--- config.mk ---
export PLATFORM = sky130hd
export DESIGN_NAME = uart_tx_parity_flat
export DESIGN_NICKNAME = d
export VERILOG_FILES = /design/src/rtl/uart_tx_parity_if.sv /design/src/rtl/uart_tx_parity.sv /design/src/flat_wrapper.sv
export SDC_FILE = /design/constraint.sdc
export NUM_CORES = 1
export LEC_CHECK = 0
export ABC_AREA = 0
export CAP_MARGIN = 15
export CORE_AREA = 2 2 50 52
export CTS_CLUSTER_SIZE = 16
export DETAILED_ROUTE_END_ITERATION = 8
export DIE_AREA = 0 0 52 54
export GPL_TIMING_DRIVEN = 1
export PLACE_DENSITY = 0.77
export SYNTH_ARGS = -nofsm -noshare
export SYNTH_HDL_FRONTEND = slang
export SYNTH_SLANG_ARGS = --single-unit
--- constraint.sdc ---
create_clock -name clk -period 4.18 [get_ports clk]
set_input_delay 0.836 -clock clk [delete_from_list [all_inputs] [get_ports clk]]
set_output_delay 0.836 -clock clk [all_outputs]
set_load 0.01 [all_outputs]
--- src/rtl/uart_tx_parity_if.sv ---
// Transmit request/status bundle between the channel-processor logic and the UART transmitter.
interface uart_tx_parity_if;
  logic       tx_start;
  logic [7:0] tx_data;
  logic       Tx;
  logic       busy;
  logic       done;

  modport master (output tx_start, output tx_data, input Tx, input busy, input done);
  modport slave  (input tx_start, input tx_data, output Tx, output busy, output done);
endinterface

--- src/rtl/uart_tx_parity.sv ---
// UART transmitter: start, 8 data bits LSB first, parity, stop; one byte per accepted request.
// Tx, busy and done are all registered, so the serial line is glitch-free.
module uart_tx_parity #(
  parameter int CLKS_PER_BIT = 32,
  parameter bit PARITY_ODD   = 1'b0
) (
  input  logic             clk,
  input  logic             rst,
  uart_tx_parity_if.slave  bus
);

  localparam int BAUD_W = (CLKS_PER_BIT > 2) ? $clog2(CLKS_PER_BIT) : 1;
  localparam logic [BAUD_W-1:0] BAUD_LAST = BAUD_W'(CLKS_PER_BIT - 1);

  localparam logic [2:0] S_IDLE   = 3'd0;
  localparam logic [2:0] S_START  = 3'd1;
  localparam logic [2:0] S_DATA   = 3'd2;
  localparam logic [2:0] S_PARITY = 3'd3;
  localparam logic [2:0] S_STOP   = 3'd4;

  logic [2:0]        state_q, state_d;
  logic [BAUD_W-1:0] baud_q, baud_d;
  logic [2:0]        bit_q, bit_d;
  logic [7:0]        shift_q, shift_d;
  logic              par_q, par_d;
  logic              tx_q, tx_d;
  logic              busy_q, busy_d;
  logic              done_q, done_d;
  logic              bit_end;

  assign bit_end = (baud_q == BAUD_LAST);

  always_comb begin
    state_d = state_q;
    baud_d  = bit_end ? '0 : baud_q + 1'b1;
    bit_d   = bit_q;
    shift_d = shift_q;
    par_d   = par_q;
    tx_d    = tx_q;
    busy_d  = busy_q;
    done_d  = 1'b0;
    case (state_q)
      S_IDLE: begin
        baud_d = '0;
        if (bus.tx_start && !busy_q) begin
          state_d = S_START;
          shift_d = bus.tx_data;
          par_d   = PARITY_ODD ? ~^bus.tx_data : ^bus.tx_data;
          bit_d   = 3'd0;
          tx_d    = 1'b0;
          busy_d  = 1'b1;
        end
      end
      S_START: begin
        if (bit_end) begin
          state_d = S_DATA;
          tx_d    = shift_q[0];
        end
      end
      S_DATA: begin
        if (bit_end) begin
          if (bit_q == 3'd7) begin
            state_d = S_PARITY;
            tx_d    = par_q;
          end else begin
            // next bit is driven straight from bit 1 so Tx changes on the boundary edge
            shift_d = {1'b0, shift_q[7:1]};
            tx_d    = shift_q[1];
            bit_d   = bit_q + 3'd1;
          end
        end
      end
      S_PARITY: begin
        if (bit_end) begin
          state_d = S_STOP;
          tx_d    = 1'b1;
        end
      end
      S_STOP: begin
        if (bit_end) begin
          state_d = S_IDLE;
          busy_d  = 1'b0;
          done_d  = 1'b1;
        end
      end
      default: begin
        state_d = S_IDLE;
        baud_d  = '0;
        tx_d    = 1'b1;
        busy_d  = 1'b0;
      end
    endcase
  end

  always_ff @(posedge clk or posedge rst) begin
    if (rst) begin
      state_q <= S_IDLE;
      baud_q  <= '0;
      bit_q   <= 3'd0;
      shift_q <= 8'd0;
      par_q   <= 1'b0;
      tx_q    <= 1'b1;
      busy_q  <= 1'b0;
      done_q  <= 1'b0;
    end else begin
      state_q <= state_d;
      baud_q  <= baud_d;
      bit_q   <= bit_d;
      shift_q <= shift_d;
      par_q   <= par_d;
      tx_q    <= tx_d;
      busy_q  <= busy_d;
      done_q  <= done_d;
    end
  end

  assign bus.Tx   = tx_q;
  assign bus.busy = busy_q;
  assign bus.done = done_q;

endmodule

--- src/flat_wrapper.sv ---
// flat-port wrapper written by rule: the top's interface ports become plain ports
module uart_tx_parity_flat 
#(
  parameter int CLKS_PER_BIT = 32,
  parameter bit PARITY_ODD   = 1'b0
)
  (clk, rst, bus_tx_start, bus_tx_data, bus_Tx, bus_busy, bus_done);
  uart_tx_parity_if bus_i ();
  input  logic clk;
  input  logic rst;
  input wire logic [$bits(bus_i.tx_start)-1:0] bus_tx_start;
  input wire logic [$bits(bus_i.tx_data)-1:0] bus_tx_data;
  output wire logic [$bits(bus_i.Tx)-1:0] bus_Tx;
  output wire logic [$bits(bus_i.busy)-1:0] bus_busy;
  output wire logic [$bits(bus_i.done)-1:0] bus_done;
  assign bus_i.tx_start = bus_tx_start;
  assign bus_i.tx_data = bus_tx_data;
  assign bus_Tx = bus_i.Tx;
  assign bus_busy = bus_i.busy;
  assign bus_done = bus_i.done;
  uart_tx_parity #(.CLKS_PER_BIT(CLKS_PER_BIT), .PARITY_ODD(PARITY_ODD)) u_core (.clk(clk), .rst(rst), .bus(bus_i));
endmodule
==> run_results.csv <==
group,metric,value,unit
sta,post-route-min-period,2.37,ns
status,status,"finished clean",
floorplanning,die_area,2810,sq um
floorplanning,start_util,0.530,
global_route,grt-ovfl-total,0,
layout,drive_above_1_share,0.109,
yosys,yosysWarnings,0,
clock_tree,cts_setup_buffers,0,
layout,syn_to_final_growth,12.0,%
sta,drv_slew,0,
critical_path,ff2ff_setup_slack,1.81,ns
clock_tree,ctsHoldBuffers,0,
clock_tree,htreeDepth,1,
layout,nets,145,
clock_tree,cts-buffers-inserted,3,
critical_path,crit_chain,"ha_1 > and3_1 > ha_1 > and2_4 > o221ai_2 > nor3_1 > a21o_1",
yosys,yosysMostFrequentCell,"dfrtp_1",
yosys,synth-main-ff-cell,"dfrtp_1",
yosys,syn_avg_cell_area,10.4,sq um
global_route,use_met3,0.0361,
global_route,grt_util_met1,0.188,
global_route,grt_pass1_vias,787,
sta,fin_tns_setup,0,ns
layout,antenna_cells,0,
global_route,met2_usage,0.304,
critical_path,start_kind,"flop",
sta,worst-slew-pin-transition,0.847,ns
critical_path,r2r_end,"u_core.bit_q[0]",
critical_path,rr_startpoint,"u_core.baud_q[0]",
placement,hpwl,1550,um
floorplanning,die_x,52,um
sta,rsz0062_at_grt,"no",
power_and_ir_drop,p_leak,0.000602,uW
detailed_routing,drt_iter0_drc,14,
global_route,grt_pass1_wl,3370,um
placement,gp_congestion,0.728,
clock_tree,insertion_delay,0.30,ns
clock_tree,clockBufferDepth,2,
yosys,synth_top_cell_area_share,0.448,
detailed_routing,drc,0,
yosys,synth_top_cell_by_area,"dfrtp_1",
floorplanning,fp.dieH,54,um
yosys,ys_seq_area_frac,0.469,
min_path,worstHoldEndpoint,"u_core.baud_q[0]",
critical_path,reg2regPathDepth,7,
yosys,async_reset_ff_frac,1.00,
detailed_routing,drt_wl_total,2020,um
detailed_routing,vias,832,
yosys,synth_common_cells,"dfrtp_1, nand2_1, o21ai_1",
floorplanning,fp-row-count,18,
critical_path,slowest_delay,0.64,ns
yosys,syn_inst,118,
sta,max_freq,423,MHz
sta,fin_crit_sh,0.566,
clock_tree,cts-root-buf,"clkbuf_4",
clock_tree,path_clk_slew,0.13,ns
detailed_routing,wl_per_cell,12.7,um
min_path,hold_depth,1,
clock_tree,cts_tree,"built",
floorplanning,coreArea,2320,sq um
sta,slew_headroom,0.435,
critical_path,slowest_stage,"o221ai_2",
clock_tree,clock_sinks,23,
detailed_routing,vias_per_cell,5.23,
detailed_routing,dr.pass1.iters,4,
run,cap_violations,0,
sta,finalSetupViolations,0,
yosys,synth_edf_count,0,
power_and_ir_drop,ir_worst_vdd,0.000233,V
global_route,grt-busiest-layer,"met2",
critical_path,cp.arrival,2.57,ns
yosys,yosysUniqueCellTypes,36,
min_path,hold_path.class,"reg -> reg",
yosys,synth-seq-cells,23,
critical_path,critPathCaptureType,"flop",
power_and_ir_drop,p_per_area,255,nW/um^2
global_route,grt_max_degree,24,
sta,final_hold_viol_count,0,
critical_path,cp_data_required_time,4.38,ns
global_route,grt_use_total,0.164,
critical_path,path_class,"reg -> reg",
layout,final_core_util,0.594,
global_route,antenna_found_initial,0,
floorplanning,io_pins,14,
critical_path,crit_fanout,22,
yosys,synth_area,1230,sq um
yosys,synth.area.top_cells,"dfrtp_1, mux2i_1, xnor2_1, ha_1, o21ai_1",
yosys,synth.net_count,133,
sta,clock_skew,0.00945,ns
clock_tree,cts_resized,0,
critical_path,cpMostUsedCell,"ha_1",
placement,io_buffer_count,13,
min_path,worstHoldStart,"u_core.baud_q[0]",
detailed_routing,ant_nets,0,
[critical path, delay by kind of cell, from the launching register on]
family	cells	cell delay [ns]
flip-flops	1	0.42
AO/OA/AOI/OAI	2	0.82
adder cells (fa/ha/maj)	2	0.52
AND/OR/NAND/NOR	3	0.51
[state kept, by name, indices dropped and copies added (netlist names)]
signal / cells
u_core.state_q: 3
u_core.bus.busy: 1
u_core.baud_q: 5
u_core.bus.Tx: 1
u_core.bus.done: 1
u_core.par_q: 1
u_core.shift_q: 8
u_core.bit_q: 3
[stage by stage]
stage	area, sq um	power [uW]	cells	setup WS, ns	hold slack [ns]
finish	1380	351	159	1.81	0.481
global route	1380	369	159	1.66	0.505
CTS	1380	357	159	1.80	0.484
detailed placement	1350	256	155	1.64	0.467
global placement	1350	256	155	1.67	0.460
floorplan	1230	242	118	2.32	0.439
[logic make-up (layout without fill, tap and decap cells)]
group / Yosys count / count (layout) / share of synthesized area
xor gates and xnor gates: 11 / 11 / 0.0783
buffers and inverters: 12 / 23 / 0.0570
DFF: 23 / 23 / 0.469
and+or+nand+nor: 37 / 37 / 0.164
adders and majority gates: 4 / 4 / 0.0407
AOI/OAI and AO/OA: 22 / 22 / 0.117
muxes: 9 / 9 / 0.0743
[cell type report]
class | count | area [sq um]
Timing Repair Buffer | 13 | 130
Inverter | 6 | 22.5
Clock inverter | 1 | 5.00
Multi-Input combinational cell | 83 | 583
Clock buffer | 3 | 22.5
Fill cell | 199 | 942
Tap cell | 30 | 37.5
Sequential cell | 23 | 577
[how the worst max path moves through the flow]
stage,depth (start not counted),slack (ns),from,endpoint
floorplan,8,2.32,u_core.baud_q[0],u_core.bus.Tx
global placement,5,1.67,bus_tx_start,u_core.bit_q[0]
detailed placement,5,1.64,bus_tx_start,u_core.bit_q[0]
CTS,7,1.80,u_core.baud_q[0],u_core.bit_q[0]
global route,7,1.66,u_core.baud_q[0],u_core.bit_q[0]
finish,7,1.81,u_core.baud_q[0],u_core.bit_q[0]
[layout by cell type, fill, tap and decap left out, types with 3 or more instances in the layout]
master | Yosys | routed
xnor2_1 | 9 | 9
ha_1 | 4 | 4
mux2i_1 | 8 | 8
nand3_1 | 3 | 3
o21ai_0 | 3 | 3
nand2_1 | 13 | 13
nor2_1 | 6 | 6
nor3_1 | 4 | 4
dfrtp_1 | 22 | 22
inv_1 | 5 | 5
clkbuf_4 | 0 | 3
clkdlybuf4s50_1 | 0 | 13
o21ai_1 | 10 | 10
[report_power, final]
| group | internal (uW) | leakage [uW] | switching [uW] |
|---|---|---|---|
| clock | 35.6 | 0.0000177 | 64.2 |
| combinational | 16.4 | 0.000286 | 12.6 |
| sequential | 223 | 0.000298 | 0 |
[metal layers]
| layer | wire (um) | vias to the layer above |
|---|---|---|
| met5 | 0 | - |
| met4 | 0 | 0 |
| met3 | 58 | 0 |
| met2 | 1040 | 13 |
| met1 | 921 | 395 |
| li1 | - | 424 |
Power figures use the tool's default switching activity.
